**src/rtl/ysyx_25020037_wbu_commit_if.sv**
```systemverilog
// ysyx_25020037_wbu_commit_if: execute/memory -> write-back -> register file/fetch signal bundle.
// Revision: 1.0
`default_nettype none

interface ysyx_25020037_wbu_commit_if #(
    parameter int XLEN  = 32,
    parameter int RD_W  = 4,
    parameter int CNT_W = 32
);
    logic              in_valid;
    logic              in_ready;
    logic [XLEN-1:0]   in_pc;
    logic [XLEN-1:0]   in_snpc;
    logic              in_br_taken;
    logic [XLEN-1:0]   in_br_target;
    logic [RD_W-1:0]   in_rd;
    logic              in_gpr_wen;
    logic [XLEN-1:0]   in_alu_res;
    logic              in_is_load;
    logic [1:0]        in_ld_size;
    logic              in_ld_unsigned;
    logic [1:0]        in_addr_lo;
    logic              in_ecall;
    logic              in_mret;
    logic [2:0]        in_csr_wen;
    logic [XLEN-1:0]   in_csr_wdata;
    logic [XLEN-1:0]   in_csr_rdata;
    logic              mem_rvalid;
    logic [XLEN-1:0]   mem_rdata;
    logic              wbu_valid;
    logic [RD_W-1:0]   rd;
    logic              gpr_wen;
    logic [XLEN-1:0]   gpr_wdata;
    logic              ecall_en;
    logic              mret_en;
    logic [2:0]        csr_wen;
    logic [XLEN-1:0]   csr_wdata;
    logic [XLEN-1:0]   dnpc;
    logic              dnpc_valid;
    logic [CNT_W-1:0]  retire_cnt;

    modport master (
        output in_valid, in_pc, in_snpc, in_br_taken, in_br_target, in_rd, in_gpr_wen,
               in_alu_res, in_is_load, in_ld_size, in_ld_unsigned, in_addr_lo, in_ecall,
               in_mret, in_csr_wen, in_csr_wdata, in_csr_rdata, mem_rvalid, mem_rdata,
        input  in_ready, wbu_valid, rd, gpr_wen, gpr_wdata, ecall_en, mret_en, csr_wen,
               csr_wdata, dnpc, dnpc_valid, retire_cnt
    );

    modport slave (
        input  in_valid, in_pc, in_snpc, in_br_taken, in_br_target, in_rd, in_gpr_wen,
               in_alu_res, in_is_load, in_ld_size, in_ld_unsigned, in_addr_lo, in_ecall,
               in_mret, in_csr_wen, in_csr_wdata, in_csr_rdata, mem_rvalid, mem_rdata,
        output in_ready, wbu_valid, rd, gpr_wen, gpr_wdata, ecall_en, mret_en, csr_wen,
               csr_wdata, dnpc, dnpc_valid, retire_cnt
    );
endinterface

`default_nettype wire

```
**src/rtl/ysyx_25020037_wbu_commit.sv**
```systemverilog
// ysyx_25020037_wbu_commit: write-back/commit stage, formats load data and emits one-cycle commits.
// Revision: 1.0
`default_nettype none

module ysyx_25020037_wbu_commit #(
    parameter int XLEN  = 32,
    parameter int RD_W  = 4,
    parameter int CNT_W = 32
) (
    input  wire logic                    clk,
    input  wire logic                    rst,
    ysyx_25020037_wbu_commit_if.slave    bus
);
    typedef enum logic [1:0] {
        IDLE     = 2'd0,
        WAIT_MEM = 2'd1,
        COMMIT   = 2'd2
    } state_t;

    localparam logic [XLEN-1:0] c_RESET_PC = XLEN'(32'h8000_0000);

    state_t            r_state;

    logic [XLEN-1:0]   r_pc;
    logic [XLEN-1:0]   r_snpc;
    logic              r_br_taken;
    logic [XLEN-1:0]   r_br_target;
    logic [RD_W-1:0]   r_rd;
    logic              r_gpr_wen;
    logic [XLEN-1:0]   r_alu_res;
    logic              r_is_load;
    logic [1:0]        r_ld_size;
    logic              r_ld_unsigned;
    logic [1:0]        r_addr_lo;
    logic              r_ecall;
    logic              r_mret;
    logic [2:0]        r_csr_wen;
    logic [XLEN-1:0]   r_csr_wdata;
    logic [XLEN-1:0]   r_csr_rdata;

    logic              r_wbu_valid;
    logic [RD_W-1:0]   r_out_rd;
    logic              r_out_gpr_wen;
    logic [XLEN-1:0]   r_out_gpr_wdata;
    logic              r_out_ecall;
    logic              r_out_mret;
    logic [2:0]        r_out_csr_wen;
    logic [XLEN-1:0]   r_out_csr_wdata;
    logic [XLEN-1:0]   r_dnpc;
    logic [CNT_W-1:0]  r_retire_cnt;

    logic [XLEN-1:0]   w_shifted;
    logic [XLEN-1:0]   w_ld_data;

    assign w_shifted = bus.mem_rdata >> {r_addr_lo, 3'b000};

    always_comb begin
        w_ld_data = w_shifted;
        case (r_ld_size)
            2'd0:    w_ld_data = r_ld_unsigned ? {{(XLEN-8){1'b0}}, w_shifted[7:0]}
                                               : {{(XLEN-8){w_shifted[7]}}, w_shifted[7:0]};
            2'd1:    w_ld_data = r_ld_unsigned ? {{(XLEN-16){1'b0}}, w_shifted[15:0]}
                                               : {{(XLEN-16){w_shifted[15]}}, w_shifted[15:0]};
            default: w_ld_data = w_shifted;
        endcase
    end

    // A non-load commits straight from the input fields; a load commits from the holding registers.
    logic              w_sel_in;
    logic              w_to_commit;
    logic              w_ecall;
    logic              w_mret;
    logic              w_trap;
    logic [RD_W-1:0]   w_rd;
    logic              w_gpr_wen;
    logic [XLEN-1:0]   w_result;
    logic [2:0]        w_csr_wen;
    logic [XLEN-1:0]   w_csr_wdata;
    logic [XLEN-1:0]   w_dnpc;

    assign w_sel_in    = (r_state == IDLE);
    assign w_to_commit = (w_sel_in && bus.in_valid && !bus.in_is_load)
                       || ((r_state == WAIT_MEM) && bus.mem_rvalid);

    assign w_ecall  = w_sel_in ? bus.in_ecall : r_ecall;
    assign w_mret   = (w_sel_in ? bus.in_mret : r_mret) && !w_ecall;
    assign w_trap   = w_ecall || w_mret;
    assign w_rd     = w_sel_in ? bus.in_rd : r_rd;
    assign w_result = w_sel_in ? bus.in_alu_res : (r_is_load ? w_ld_data : r_alu_res);

    assign w_gpr_wen = (w_sel_in ? bus.in_gpr_wen : r_gpr_wen) && (w_rd != '0) && !w_trap;
    assign w_csr_wen = w_trap ? 3'b000 : (w_sel_in ? bus.in_csr_wen : r_csr_wen);

    assign w_csr_wdata = w_ecall ? (w_sel_in ? bus.in_pc : r_pc)
                                 : (w_sel_in ? bus.in_csr_wdata : r_csr_wdata);

    always_comb begin
        if (w_trap)
            w_dnpc = w_sel_in ? bus.in_csr_rdata : r_csr_rdata;
        else if (w_sel_in ? bus.in_br_taken : r_br_taken)
            w_dnpc = w_sel_in ? bus.in_br_target : r_br_target;
        else
            w_dnpc = w_sel_in ? bus.in_snpc : r_snpc;
    end

    always_ff @(posedge clk or negedge rst) begin
        if (!rst) begin
            r_state         <= IDLE;
            r_pc            <= '0;
            r_snpc          <= '0;
            r_br_taken      <= 1'b0;
            r_br_target     <= '0;
            r_rd            <= '0;
            r_gpr_wen       <= 1'b0;
            r_alu_res       <= '0;
            r_is_load       <= 1'b0;
            r_ld_size       <= 2'd0;
            r_ld_unsigned   <= 1'b0;
            r_addr_lo       <= 2'd0;
            r_ecall         <= 1'b0;
            r_mret          <= 1'b0;
            r_csr_wen       <= 3'b000;
            r_csr_wdata     <= '0;
            r_csr_rdata     <= '0;
            r_wbu_valid     <= 1'b0;
            r_out_rd        <= '0;
            r_out_gpr_wen   <= 1'b0;
            r_out_gpr_wdata <= '0;
            r_out_ecall     <= 1'b0;
            r_out_mret      <= 1'b0;
            r_out_csr_wen   <= 3'b000;
            r_out_csr_wdata <= '0;
            r_dnpc          <= c_RESET_PC;
            r_retire_cnt    <= '0;
        end else begin
            r_wbu_valid     <= 1'b0;
            r_out_rd        <= '0;
            r_out_gpr_wen   <= 1'b0;
            r_out_gpr_wdata <= '0;
            r_out_ecall     <= 1'b0;
            r_out_mret      <= 1'b0;
            r_out_csr_wen   <= 3'b000;
            r_out_csr_wdata <= '0;

            case (r_state)
                IDLE: begin
                    if (bus.in_valid) begin
                        r_pc          <= bus.in_pc;
                        r_snpc        <= bus.in_snpc;
                        r_br_taken    <= bus.in_br_taken;
                        r_br_target   <= bus.in_br_target;
                        r_rd          <= bus.in_rd;
                        r_gpr_wen     <= bus.in_gpr_wen;
                        r_alu_res     <= bus.in_alu_res;
                        r_is_load     <= bus.in_is_load;
                        r_ld_size     <= bus.in_ld_size;
                        r_ld_unsigned <= bus.in_ld_unsigned;
                        r_addr_lo     <= bus.in_addr_lo;
                        r_ecall       <= bus.in_ecall;
                        r_mret        <= bus.in_mret;
                        r_csr_wen     <= bus.in_csr_wen;
                        r_csr_wdata   <= bus.in_csr_wdata;
                        r_csr_rdata   <= bus.in_csr_rdata;
                        r_state       <= bus.in_is_load ? WAIT_MEM : COMMIT;
                    end
                end
                WAIT_MEM: begin
                    if (bus.mem_rvalid)
                        r_state <= COMMIT;
                end
                COMMIT:  r_state <= IDLE;
                default: r_state <= IDLE;
            endcase

            // Commit outputs are loaded on the edge that enters COMMIT so they are valid for exactly that cycle.
            if (w_to_commit) begin
                r_wbu_valid     <= 1'b1;
                r_out_rd        <= w_rd;
                r_out_gpr_wen   <= w_gpr_wen;
                r_out_gpr_wdata <= w_result;
                r_out_ecall     <= w_ecall;
                r_out_mret      <= w_mret;
                r_out_csr_wen   <= w_csr_wen;
                r_out_csr_wdata <= w_csr_wdata;
                r_dnpc          <= w_dnpc;
                r_retire_cnt    <= r_retire_cnt + CNT_W'(1);
            end
        end
    end

    assign bus.in_ready   = (r_state == IDLE);
    assign bus.wbu_valid  = r_wbu_valid;
    assign bus.rd         = r_out_rd;
    assign bus.gpr_wen    = r_out_gpr_wen;
    assign bus.gpr_wdata  = r_out_gpr_wdata;
    assign bus.ecall_en   = r_out_ecall;
    assign bus.mret_en    = r_out_mret;
    assign bus.csr_wen    = r_out_csr_wen;
    assign bus.csr_wdata  = r_out_csr_wdata;
    assign bus.dnpc       = r_dnpc;
    assign bus.dnpc_valid = r_wbu_valid;
    assign bus.retire_cnt = r_retire_cnt;
endmodule

`default_nettype wire

```
**src/flat_wrapper.sv**
```systemverilog
// flat-port wrapper written by rule: the top's interface ports become plain ports
module ysyx_25020037_wbu_commit_flat 
#(
    parameter int XLEN  = 32,
    parameter int RD_W  = 4,
    parameter int CNT_W = 32
)
  (clk, rst, bus_in_valid, bus_in_pc, bus_in_snpc, bus_in_br_taken, bus_in_br_target, bus_in_rd, bus_in_gpr_wen, bus_in_alu_res, bus_in_is_load, bus_in_ld_size, bus_in_ld_unsigned, bus_in_addr_lo, bus_in_ecall, bus_in_mret, bus_in_csr_wen, bus_in_csr_wdata, bus_in_csr_rdata, bus_mem_rvalid, bus_mem_rdata, bus_in_ready, bus_wbu_valid, bus_rd, bus_gpr_wen, bus_gpr_wdata, bus_ecall_en, bus_mret_en, bus_csr_wen, bus_csr_wdata, bus_dnpc, bus_dnpc_valid, bus_retire_cnt);
  ysyx_25020037_wbu_commit_if #(.XLEN(XLEN), .RD_W(RD_W), .CNT_W(CNT_W)) bus_i ();
  input  wire logic clk;
  input  wire logic rst;
  input wire logic [$bits(bus_i.in_valid)-1:0] bus_in_valid;
  input wire logic [$bits(bus_i.in_pc)-1:0] bus_in_pc;
  input wire logic [$bits(bus_i.in_snpc)-1:0] bus_in_snpc;
  input wire logic [$bits(bus_i.in_br_taken)-1:0] bus_in_br_taken;
  input wire logic [$bits(bus_i.in_br_target)-1:0] bus_in_br_target;
  input wire logic [$bits(bus_i.in_rd)-1:0] bus_in_rd;
  input wire logic [$bits(bus_i.in_gpr_wen)-1:0] bus_in_gpr_wen;
  input wire logic [$bits(bus_i.in_alu_res)-1:0] bus_in_alu_res;
  input wire logic [$bits(bus_i.in_is_load)-1:0] bus_in_is_load;
  input wire logic [$bits(bus_i.in_ld_size)-1:0] bus_in_ld_size;
  input wire logic [$bits(bus_i.in_ld_unsigned)-1:0] bus_in_ld_unsigned;
  input wire logic [$bits(bus_i.in_addr_lo)-1:0] bus_in_addr_lo;
  input wire logic [$bits(bus_i.in_ecall)-1:0] bus_in_ecall;
  input wire logic [$bits(bus_i.in_mret)-1:0] bus_in_mret;
  input wire logic [$bits(bus_i.in_csr_wen)-1:0] bus_in_csr_wen;
  input wire logic [$bits(bus_i.in_csr_wdata)-1:0] bus_in_csr_wdata;
  input wire logic [$bits(bus_i.in_csr_rdata)-1:0] bus_in_csr_rdata;
  input wire logic [$bits(bus_i.mem_rvalid)-1:0] bus_mem_rvalid;
  input wire logic [$bits(bus_i.mem_rdata)-1:0] bus_mem_rdata;
  output wire logic [$bits(bus_i.in_ready)-1:0] bus_in_ready;
  output wire logic [$bits(bus_i.wbu_valid)-1:0] bus_wbu_valid;
  output wire logic [$bits(bus_i.rd)-1:0] bus_rd;
  output wire logic [$bits(bus_i.gpr_wen)-1:0] bus_gpr_wen;
  output wire logic [$bits(bus_i.gpr_wdata)-1:0] bus_gpr_wdata;
  output wire logic [$bits(bus_i.ecall_en)-1:0] bus_ecall_en;
  output wire logic [$bits(bus_i.mret_en)-1:0] bus_mret_en;
  output wire logic [$bits(bus_i.csr_wen)-1:0] bus_csr_wen;
  output wire logic [$bits(bus_i.csr_wdata)-1:0] bus_csr_wdata;
  output wire logic [$bits(bus_i.dnpc)-1:0] bus_dnpc;
  output wire logic [$bits(bus_i.dnpc_valid)-1:0] bus_dnpc_valid;
  output wire logic [$bits(bus_i.retire_cnt)-1:0] bus_retire_cnt;
  assign bus_i.in_valid = bus_in_valid;
  assign bus_i.in_pc = bus_in_pc;
  assign bus_i.in_snpc = bus_in_snpc;
  assign bus_i.in_br_taken = bus_in_br_taken;
  assign bus_i.in_br_target = bus_in_br_target;
  assign bus_i.in_rd = bus_in_rd;
  assign bus_i.in_gpr_wen = bus_in_gpr_wen;
  assign bus_i.in_alu_res = bus_in_alu_res;
  assign bus_i.in_is_load = bus_in_is_load;
  assign bus_i.in_ld_size = bus_in_ld_size;
  assign bus_i.in_ld_unsigned = bus_in_ld_unsigned;
  assign bus_i.in_addr_lo = bus_in_addr_lo;
  assign bus_i.in_ecall = bus_in_ecall;
  assign bus_i.in_mret = bus_in_mret;
  assign bus_i.in_csr_wen = bus_in_csr_wen;
  assign bus_i.in_csr_wdata = bus_in_csr_wdata;
  assign bus_i.in_csr_rdata = bus_in_csr_rdata;
  assign bus_i.mem_rvalid = bus_mem_rvalid;
  assign bus_i.mem_rdata = bus_mem_rdata;
  assign bus_in_ready = bus_i.in_ready;
  assign bus_wbu_valid = bus_i.wbu_valid;
  assign bus_rd = bus_i.rd;
  assign bus_gpr_wen = bus_i.gpr_wen;
  assign bus_gpr_wdata = bus_i.gpr_wdata;
  assign bus_ecall_en = bus_i.ecall_en;
  assign bus_mret_en = bus_i.mret_en;
  assign bus_csr_wen = bus_i.csr_wen;
  assign bus_csr_wdata = bus_i.csr_wdata;
  assign bus_dnpc = bus_i.dnpc;
  assign bus_dnpc_valid = bus_i.dnpc_valid;
  assign bus_retire_cnt = bus_i.retire_cnt;
  ysyx_25020037_wbu_commit #(.XLEN(XLEN), .RD_W(RD_W), .CNT_W(CNT_W)) u_core (.clk(clk), .rst(rst), .bus(bus_i));
endmodule
```
**config.mk**
```make
export PLATFORM = sky130hd
export DESIGN_NAME = ysyx_25020037_wbu_commit_flat
export DESIGN_NICKNAME = d
export VERILOG_FILES = /design/src/rtl/ysyx_25020037_wbu_commit_if.sv /design/src/rtl/ysyx_25020037_wbu_commit.sv /design/src/flat_wrapper.sv
export SDC_FILE = /design/constraint.sdc
export NUM_CORES = 1
export LEC_CHECK = 0
export BUFFER_PORTS_ARGS = -buffer_cell sky130_fd_sc_hd__buf_2
export CAP_MARGIN = 10
export CELL_PAD_IN_SITES_DETAIL_PLACEMENT = 1
export CELL_PAD_IN_SITES_GLOBAL_PLACEMENT = 2
export CORE_MARGIN = 2
export CORE_UTILIZATION = 35
export DETAILED_ROUTE_END_ITERATION = 8
export PLACE_DENSITY_LB_ADDON = 0.25
export SLEW_MARGIN = 15
export SYNTH_ARGS = -nofsm -noshare
export SYNTH_HDL_FRONTEND = slang
export SYNTH_SLANG_ARGS = --single-unit
```
**constraint.sdc**
```tcl
create_clock -name clk -period 4.27 [get_ports clk]
set_input_delay 0.427 -clock clk [delete_from_list [all_inputs] [get_ports clk]]
set_output_delay 0.427 -clock clk [all_outputs]
set_load 0.01 [all_outputs]
```
==> results.md, run 1 <==
* DR WL/cell at around 21 um
* Port Buffer Count at 385
* Multi-input logic area at 6850 um2
* Crit-path leading delay family: flip-flops
* Fillers at 4830
* Number of routed nets with antenna violations at 0
* Max-cap viol count at 0
* Post-DP HPWL at 32400 um
* Rel. slew slack at 35.1%
* Synth warn at 0
* Starting density of the core at 35.4%
* Final #Nets at about 1800
* Hold crit path type: in -> reg
* Finish-stage setup viols at 0
* Sequential share of the synthesized area at between 50% and 60%
* Gpl congestion at approximately 0.8
* Finished Layout Cells at around 2200
* Initial DRC count at 592
* Placed inst area at 18600 um2
* Worst-Margin Slew at 0.973 ns
* FF+latch area at around 8800 um2
* Max Freq at 355 MHz
* CP Capture Type: register
* Leakage at 9.39 nW
* Via count at between 10000 and 15000
* Number of synthesized flops with an enable pin at 0
* Fin. Hold Viols at 0
* Status: finished, final reports clean
* CTS sink cnt at 350
* Seq cells post-synth at 350
* Critical Path AT at 3.28 ns
* RSZ-0062 raised after global routing: no
* Longest Clk Path Bufs at 3
* Clock transition at path regs at 0.06 ns
* Cell types occupying the most area after synthesis: dfrtp_1 54%, mux2_2 21%, mux2i_1 5.1%, mux4_2 4.5%, o21ai_0 1.7%
* Largest net degree at the start of global routing at 109
* Die X at 218 um
* CTS HTree Levels at 2
* Global-route wire length before repair at roughly 73000 um
* Fin crit period at 2.82 ns
* Max-slew violation count at 0
* Worst setup margin at 1.45 ns
* Mapped Cells at 1202
* Share of layout cells above drive strength 1 at 50.9%
* Pwr dens at approximately 560 nW/um2
* DRC viols at 0
* I/O pins at between 300 and 400
* Sum Neg Setup Slack at 0 ns
* Syn Area/Cell at between 10 and 15 um2
* Total nets after synthesis at 1448
* Core area at 45300 um2
* GRT overflow at 0
* WHS at a little under 0.1 ns
* Largest stage delay on the critical path at 0.90 ns
* Clock skew at 0.00846 ns
* CP Class: reg -> reg
* Detail-routed via count per cell at 5.12
* Pre-CTS WS at ~1.5 ns
* First-pass DRT Iterations at 4
* Vias in the first global route at around 12000
* Top_reg_cell synth: dfrtp_1
* Root Driver: clkbuf_16
* Slowest library cell on the worst path: dfrtp_1
* Final instance area at 20100 um2
* Post-Place Cells at between 2000 and 2500
* Critical-path maximum fanout at 19
* Most used cell, CP: mux2_2
* Asr flop ratio synth at between 90% and 100%
* Clk_lat worst skew at 0.55 ns
* Synth top area share at 54.4%
* Area added between synthesis and finish at 25.0%
* CTS Buf Count at 40
* Core Util, Final at 44.3%
* Die area at 47600 um2
* Final WL at 47000 um
* Global-route usage over all layers at 19.8%
* Post-Syn Area at 16000 um2
* Library cells used by synthesis at 45
* Startpoint types: register
* Row Count at 78
* Die H at 218 um
* CTS tree: built
* Yosys top cell by area: dfrtp_1
* Power Total at about 11 mW
* Critical path required time at 4.74 ns
* Initial antenna violation count at 13
* CP Cell Sequence: mux2i_1 -> mux2_2 -> mux2_2 -> or4_1 -> a21oi_1
* Max IR drop VDD at 0.297 mV
* Period utilization at 66.0%
* Sum of buffers and inverters on the critical path at 0
synthesized netlist by cell type (4+ instances only):
| library cell | instances |
|---|---|
| a221oi_1 | 8 |
| buf_2 | 40 |
| inv_1 | 16 |
| mux2_2 | 305 |
| dfrtp_1 | 349 |
| xor2_1 | 13 |
| a21oi_1 | 47 |
| and3_1 | 4 |
| nand2_1 | 61 |
| o22ai_1 | 40 |
| o211ai_1 | 7 |
| buf_1 | 7 |
| nor2_1 | 26 |
| nand3_1 | 14 |
| mux2i_1 | 82 |
| clkbuf_1 | 34 |
| nand4_1 | 9 |
| xnor2_1 | 18 |
| o21ai_0 | 55 |
| mux4_2 | 32 |
cell families (layout without fill, tap and decap cells):
| family | after synthesis | after routing | synth area share (%) |
|---|---|---|---|
| muxes | 420 | 420 | 31.1 |
| buffers and inverters | 103 | 497 | 2.84 |
| DFF | 350 | 350 | 54.6 |
| xor gates and xnor gates | 31 | 31 | 1.69 |
| AOI/OAI and AO/OA | 163 | 163 | 5.84 |
| and+or+nand+nor | 134 | 134 | 3.85 |
| adders and majority gates | 1 | 1 | 0.0780 |
| other | 0 | 9 | 0 |
final cells by class:
cell class / instances / area share, %
clock buffer: 58 / 5.88
antenna: 9 / 0.112
clock inverter: 13 / 1.13
multi-input combinational: 749 / 34.1
tap: 600 / 3.74
timing repair buffer: 407 / 10.9
sequential: 350 / 43.7
inverter: 19 / 0.381
final timing paths:
kind,slack (ns),startpoint,depth (start not counted),endpoint
max,1.45,u_core.r_addr_lo[1],5,u_core.bus.gpr_wdata[26]
min,0.1,bus_in_alu_res[7],3,u_core.r_alu_res[7]
max reg2reg,1.45,u_core.r_addr_lo[1],5,u_core.bus.gpr_wdata[26]
min reg2reg,0.46,u_core.bus.retire_cnt[31],1,u_core.bus.retire_cnt[31]
max in group asynchronous,2.75,rst,3,u_core.r_pc[15]
min in group asynchronous,0.53,rst,2,u_core.bus.dnpc[23]
cells in the final DEF (no fill, tap or decap), types with 8 or more instances in the layout:
master and count:
mux2i_1 82, mux2_2 305, clkbuf_1 8, inv_1 16, clkbuf_8 9, o21ai_0 55
nor2_1 26, clkbuf_16 41, o22ai_1 40, nand2_1 61, nand4_1 9, mux4_2 32
nand3_1 14, a221oi_1 8, dfrtp_1 349, a21oi_1 47, xor2_1 13, diode_2 9
xnor2_1 18, buf_2 384, buf_4 14
where the power goes:
part	leakage [nW]	internal [mW]	switching, mW
Clock	0.693	2.28	1.40
Combinational	4.42	1.55	1.43
Sequential	4.28	4.14	0.445
Total	9.39	7.97	3.27
timing repair:
action / CTS / global route
hold endpoints to repair: 7 / 0
resized for setup: 0 / 0
hold buffers: 1 / 0
setup buffers: 0 / 0
routing by layer:
layer  vias up  wire length, um  track usage, %
li1       5093                -               -
met1      5821            20100            25.9
met2       303            22800            32.6
met3        64             3090            4.84
met4         8             1030            5.42
met5         -               49               0
worst min-delay path: stages:
cell and delay [ns]:
buf_2 0.09, nand2_1 0.04, o21ai_0 0.06
(Power assumes the default switching activity.)
==> inputs of run 2 (changes only) <==
--- a/config.mk
+++ b/config.mk
@@ -10,7 +10,7 @@
 export CELL_PAD_IN_SITES_DETAIL_PLACEMENT = 1
 export CELL_PAD_IN_SITES_GLOBAL_PLACEMENT = 2
 export CORE_MARGIN = 2
-export CORE_UTILIZATION = 35
+export CORE_UTILIZATION = 32
 export DETAILED_ROUTE_END_ITERATION = 8
 export PLACE_DENSITY_LB_ADDON = 0.25
 export SLEW_MARGIN = 15
==> constraint.sdc (replaced) <==
create_clock -name clk -period 2.55 [get_ports clk]
set_input_delay 0.255 -clock clk [delete_from_list [all_inputs] [get_ports clk]]
set_output_delay 0.255 -clock clk [all_outputs]
set_load 0.01 [all_outputs]
==> run 2 against run 1 <==
Via count increased by 8.1%. Core utilization is 1.0 points higher. Clock power increased by 71%. Maximum frequency up 17%. Global-route usage is essentially flat. Sequential power grew 68%. Worst setup slack got worse by 1.3 ns. Die area grew 9.2%. Combinational power up 83%. Final area up 13%. Power increased by 73%. First-iteration DRC count down 25%. Largest cell class unchanged.
==> results.md, run 2 (same netlist as run 1, synthesis figures left out) <==
* Status: finished, final reports clean
* DRC viols at 0 (unchanged)
* Crit-path leading delay family: simple AND/OR/NAND/NOR gates
* Commonest non-fill, non-tap cell in the layout: buf_2
* Core area at 49900 um2 (+10%)
* CP Class: reg -> reg
* Initial DRC count at 444 (-25%)
* Via count at 12200 (+8.1%)
* Post-DP HPWL at 34500 um (+6.6%)
* CTS sink cnt at 350 (unchanged)
* CTS HTree Levels at 2 (unchanged)
* Pwr dens at 861 nW/um2 (+54%)
* Root Driver: clkbuf_16
* Max IR drop VDD at 0.504 mV (+70%)
* Finish-stage setup viols at 0 (unchanged)
* CTS Buf Count at 43 (+7.5%)
* Final WL at 51100 um (+8.6%)
* Global-route usage over all layers at 19.8% (about the same)
* Clk_lat worst skew at 0.55 ns (about the same)
* RSZ-0062 raised after global routing: no
* Clock skew at 0.0110 ns (+0.00254 ns)
* Clock transition at path regs at 0.06 ns (about the same)
* Period utilization at 94.2% (+28 points)
* First-pass DRT Iterations at 5 (+1)
* Startpoint types: register
* Final #Nets at 2053 (+13%)
* Global-route wire length before repair at 80800 um (+11%)
* Sum of buffers and inverters on the critical path at 0 (unchanged)
* Die X at 228 um (+4.5%)
* Die area at 51900 um2 (+9.2%)
* Post-Place Cells at 2224 (+4.7%)
* Starting density of the core at 32.2% (-3.3 points)
* Max-cap viol count at 0 (unchanged)
* Longest Clk Path Bufs at 3 (unchanged)
* Fin crit period at 2.40 ns (-0.414 ns)
* Sum Neg Setup Slack at 0 ns (unchanged)
* Largest stage delay on the critical path at 0.75 ns (-0.15 ns)
* Worst setup margin at 0.147 ns (-1.31 ns)
* Pre-CTS WS at 0.108 ns (-1.34 ns)
* WHS at 0.0822 ns (-0.0151 ns)
* Worst-Margin Slew at 0.708 ns (-0.265 ns)
* Leakage at 10.5 nW (+11%)
* Max-slew violation count at 0 (unchanged)
* Area added between synthesis and finish at 40.8%
* Largest net degree at the start of global routing at 78 (-28%)
* Hold crit path type: in -> reg
* Critical Path AT at 2.85 ns (-0.43 ns)
* Critical-path maximum fanout at 16 (-3)
* Critical path required time at 3.00 ns (-1.74 ns)
* CTS tree: built
* I/O pins at 386 (unchanged)
* Port Buffer Count at 385 (unchanged)
* Commonest cells after routing, fill and taps aside: 384 x buf_2, 349 x dfrtp_1, 305 x mux2_2, 210 x dlygate4sd3_1, 82 x mux2i_1
* Power Total at 19.4 mW (+73%)
* CP Cell Sequence: mux2i_1 -> mux2_2 -> mux2_2 -> or4_1 -> a21oi_1
* Vias in the first global route at 13700 (+12%)
* Gpl congestion at 0.812 (+1.2%)
* Most used cell, CP: mux2_2
* Row Count at 82 (+5.1%)
* Slowest library cell on the worst path: or4_1
* Finished Layout Cells at 2510 (+14%)
* Rel. slew slack at 52.8% (+18 points)
* Die H at 228 um (+4.5%)
* GRT overflow at 0 (unchanged)
* Final instance area at 22600 um2 (+13%)
* Initial antenna violation count at 1 (-12)
* Max Freq at 416 MHz (+17%)
* Placed inst area at 19000 um2 (+2.1%)
* Share of layout cells above drive strength 1 at 46.2% (-4.8 points)
* DR WL/cell at 20.3 um (-4.6%)
* Fin. Hold Viols at 0 (unchanged)
* Detail-routed via count per cell at 4.86 (-5.0%)
* Number of routed nets with antenna violations at 0 (unchanged)
* CP Capture Type: register
* Core Util, Final at 45.3% (+1.0 points)
[run 2: cell type report]
cell class	instances	area [um2]
Fill cell	5284	27300
Sequential cell	350	8760
Multi-Input combinational cell	749	6850
Timing Repair Buffer	644	4580
Clock buffer	63	1310
Tap cell	672	841
Clock inverter	11	155
Inverter	19	76.3
Antenna cell	2	5.00
[run 2: path summary, 6_finish.rpt]
path,slack [ns],endpoint,cells past startpoint,from
max,0.15,u_core.bus.gpr_wdata[21],5,u_core.r_addr_lo[1]
min,0.08,u_core.r_state[0],4,bus_in_valid
max reg2reg,0.15,u_core.bus.gpr_wdata[21],5,u_core.r_addr_lo[1]
min reg2reg,0.48,u_core.bus.retire_cnt[31],1,u_core.bus.retire_cnt[31]
max in group asynchronous,1.43,u_core.r_csr_wdata[16],3,rst
min in group asynchronous,0.29,u_core.bus.dnpc[27],2,rst
[run 2: metal layers]
metal	routed length, um	GRT usage [%]
met5	0	0
met4	1660	7.37
met3	2400	3.82
met2	25500	33.9
met1	21500	24.7
[run 2: timing repair]
action	CTS	global route
setup endpoints to repair	0	31
setup buffers	0	0
gates resized for setup	0	1
hold buffers	210	0
endpoints found under the hold margin	316	0
[run 2: worst register-to-register path, stage by stage (launching register included)]
cell,delay [ns]
dfrtp_1,0.47
mux2i_1,0.17
mux2_2,0.31
mux2_2,0.26
or4_1,0.75
a21oi_1,0.34
[run 2: power breakdown]
part           switching, mW  leakage, nW  internal, mW  total, mW
clock network           2.35        0.732          3.94       6.30
logic                   2.52         5.46          2.91       5.43
registers              0.771         4.28          6.94       7.71
total                   5.65         10.5          13.8       19.4
==> inputs of run 3 (changes only) <==
--- a/config.mk
+++ b/config.mk
@@ -9,10 +9,11 @@
 export CAP_MARGIN = 10
 export CELL_PAD_IN_SITES_DETAIL_PLACEMENT = 1
 export CELL_PAD_IN_SITES_GLOBAL_PLACEMENT = 2
-export CORE_MARGIN = 2
-export CORE_UTILIZATION = 32
+export CORE_UTILIZATION = 34
+export CTS_BUF_LIST = sky130_fd_sc_hd__clkbuf_2 sky130_fd_sc_hd__clkbuf_4 sky130_fd_sc_hd__clkbuf_8
 export DETAILED_ROUTE_END_ITERATION = 8
 export PLACE_DENSITY_LB_ADDON = 0.25
+export REMOVE_ABC_BUFFERS = 1
 export SLEW_MARGIN = 15
 export SYNTH_ARGS = -nofsm -noshare
 export SYNTH_HDL_FRONTEND = slang
==> run 3 against run 2 <==
Combinational power barely moved. Critical path depth down 1. Global-route usage grew 1.6 points.
==> results.md, run 3 (same netlist as run 1, synthesis figures left out) <==
* Die area at 48100 um2 (-7.5%)
* First-pass DRT Iterations at 4 (-1)
* Status: finished, final reports clean
* Clock transition at path regs at 0.06 ns (about the same)
* Post-DP HPWL at 33100 um (-4.2%)
* Row Count at 79 (-3.7%)
* Final WL at 51100 um (about the same)
* DR WL/cell at 20.5 um (+0.62%)
* Worst-Margin Slew at 0.621 ns (-0.0868 ns)
* Period utilization at 94.0% (-0.28 points)
* Commonest cells after routing, fill and taps aside: 384 x buf_2, 348 x dfrtp_1, 305 x mux2_2, 219 x dlygate4sd3_1, 82 x mux2i_1
* Fin. Hold Viols at 0 (unchanged)
* Rel. slew slack at 58.5% (+5.7 points)
* Die X at 219 um (-3.8%)
* Port Buffer Count at 385 (unchanged)
* Global-route wire length before repair at 78700 um (-2.5%)
* Hold endpoint: u_core.bus.gpr_wdata[2]
* Longest Clk Path Bufs at 3 (unchanged)
* R2R depth at 6 (+1)
* Sum Neg Setup Slack at 0 ns (unchanged)
* CTS tree: built
* Core Util, Final at 48.4% (+3.1 points)
* Starting density of the core at 34.5% (+2.3 points)
* Fin crit period at 2.40 ns (-0.00705 ns)
* Max-cap viol count at 0 (unchanged)
* Finish-stage setup viols at 0 (unchanged)
* Reg2reg setup slack at 0.24 ns (+0.09 ns)
* Global-route usage over all layers at 21.4% (+1.6 points)
* Gpl congestion at 0.774 (-4.6%)
* Min-delay src: bus_mem_rdata[2]
* Max IR drop VDD at 0.453 mV (-10%)
* Startpoint types: register
* Clk_lat worst skew at 0.63 ns (+0.08 ns)
* RSZ-0062 raised after global routing: no
* Final #Nets at 2084 (+1.5%)
* Commonest non-fill, non-tap cell in the layout: buf_2
* Hold Path Stages at 4 (unchanged)
* Core area at 46600 um2 (-6.6%)
* Post_cts resized at 0 (unchanged)
* CTS sink cnt at 350 (unchanged)
* Largest stage delay on the critical path at 0.40 ns (-0.35 ns)
* Number of routed nets with antenna violations at 0 (unchanged)
* Max-slew violation count at 0 (unchanged)
* CP Class: reg -> out
* Die H at 219 um (-3.8%)
* CP Capture Type: output pin
* Area added between synthesis and finish at 40.3%
* Hold crit path type: in -> reg
* GRT overflow at 0 (unchanged)
* Clock skew at 0.0215 ns (+0.0105 ns)
* CTS Buf Count at 67 (+56%)
* Critical path required time at 2.30 ns (-0.70 ns)
* Share of layout cells above drive strength 1 at 47.3% (+1.2 points)
* Max Freq at 417 MHz (+0.29%)
* Pwr dens at 840 nW/um2 (-2.4%)
* Largest net degree at the start of global routing at 72 (-7.7%)
* Initial antenna violation count at 8 (+7)
* CP Cell Sequence: or2_1 -> inv_8 -> buf_4 -> buf_2
* Reg2reg end: u_core.bus.dnpc[14]
* Via count at 12400 (+1.9%)
* Leakage at 10.5 nW (+0.20%)
* DRC viols at 0 (unchanged)
* Detail-routed via count per cell at 4.98 (+2.5%)
* Worst reg2reg path startpoint: u_core.r_state[1]
* Slowest library cell on the worst path: dfrtp_1
* Root Driver: clkbuf_8
* Initial DRC count at 622 (+40%)
* I/O pins at 386 (unchanged)
* Critical-path maximum fanout at 19 (+3)
* Critical Path AT at 2.14 ns (-0.71 ns)
* Vias in the first global route at 13700 (+0.59%)
* CTS HTree Levels at 3 (+1)
[run 3: area by class of cell]
class | count | area [um2]
clock buffers | 108 | 1320
inverters | 19 | 78.8
fillers | 4896 | 24000
diodes | 6 | 15.0
clock inverters | 7 | 51.3
flip-flops and latches | 350 | 8760
repair buffers | 651 | 4680
well taps | 607 | 759
multi-input cells | 749 | 6850
[run 3: how the worst max path moves through the flow]
stage / start / endpoint / cells after the start
floorplan: u_core.r_state[1] / u_core.r_addr_lo[0] / 4
global placement: u_core.r_addr_lo[1] / u_core.bus.gpr_wdata[17] / 6
detailed placement: u_core.r_state[1] / u_core.bus.dnpc[23] / 6
CTS: u_core.r_state[1] / bus_in_ready / 4
global route: u_core.r_state[1] / bus_in_ready / 4
finish: u_core.r_state[1] / bus_in_ready / 4
[run 3: timing repair]
action / CTS / global route
buffers inserted: 0 / 0
hold buffers: 219 / 0
hold endpoints to repair: 335 / 0
[run 3: layer usage]
| layer | GRT usage (%) | routed length (um) |
|---|---|---|
| met5 | 0 | 27 |
| met4 | 7.73 | 1180 |
| met3 | 4.77 | 2560 |
| met2 | 35.6 | 25100 |
| met1 | 27.1 | 22200 |
[run 3: through the flow]
stage	std cells	worst slack, ns	total power [mW]	hold WS [ns]	instance area, um2
after floorplan	1118	-6.06	11.0	-0.0406	15700
after global placement	2157	0.267	12.8	0.248	18900
after detailed placement	2157	0.253	13.0	0.260	18900
after CTS	2491	0.0635	19.1	0.0489	22500
after global routing	2497	0.00713	20.0	0.0800	22500
final	2497	0.154	18.9	0.0891	22500
[run 3: worst max-delay path: cells and delay by family (launching register included)]
kind,cells,cell delay (ns)
buffers and inverters,3,0.73
flip-flops,1,0.40
AND/OR/NAND/NOR,1,0.37
[run 3: where the power goes]
group	internal, mW	switching, mW
combinational	2.93	2.52
sequential	6.94	0.787
clock	3.25	2.48
total	13.1	5.79
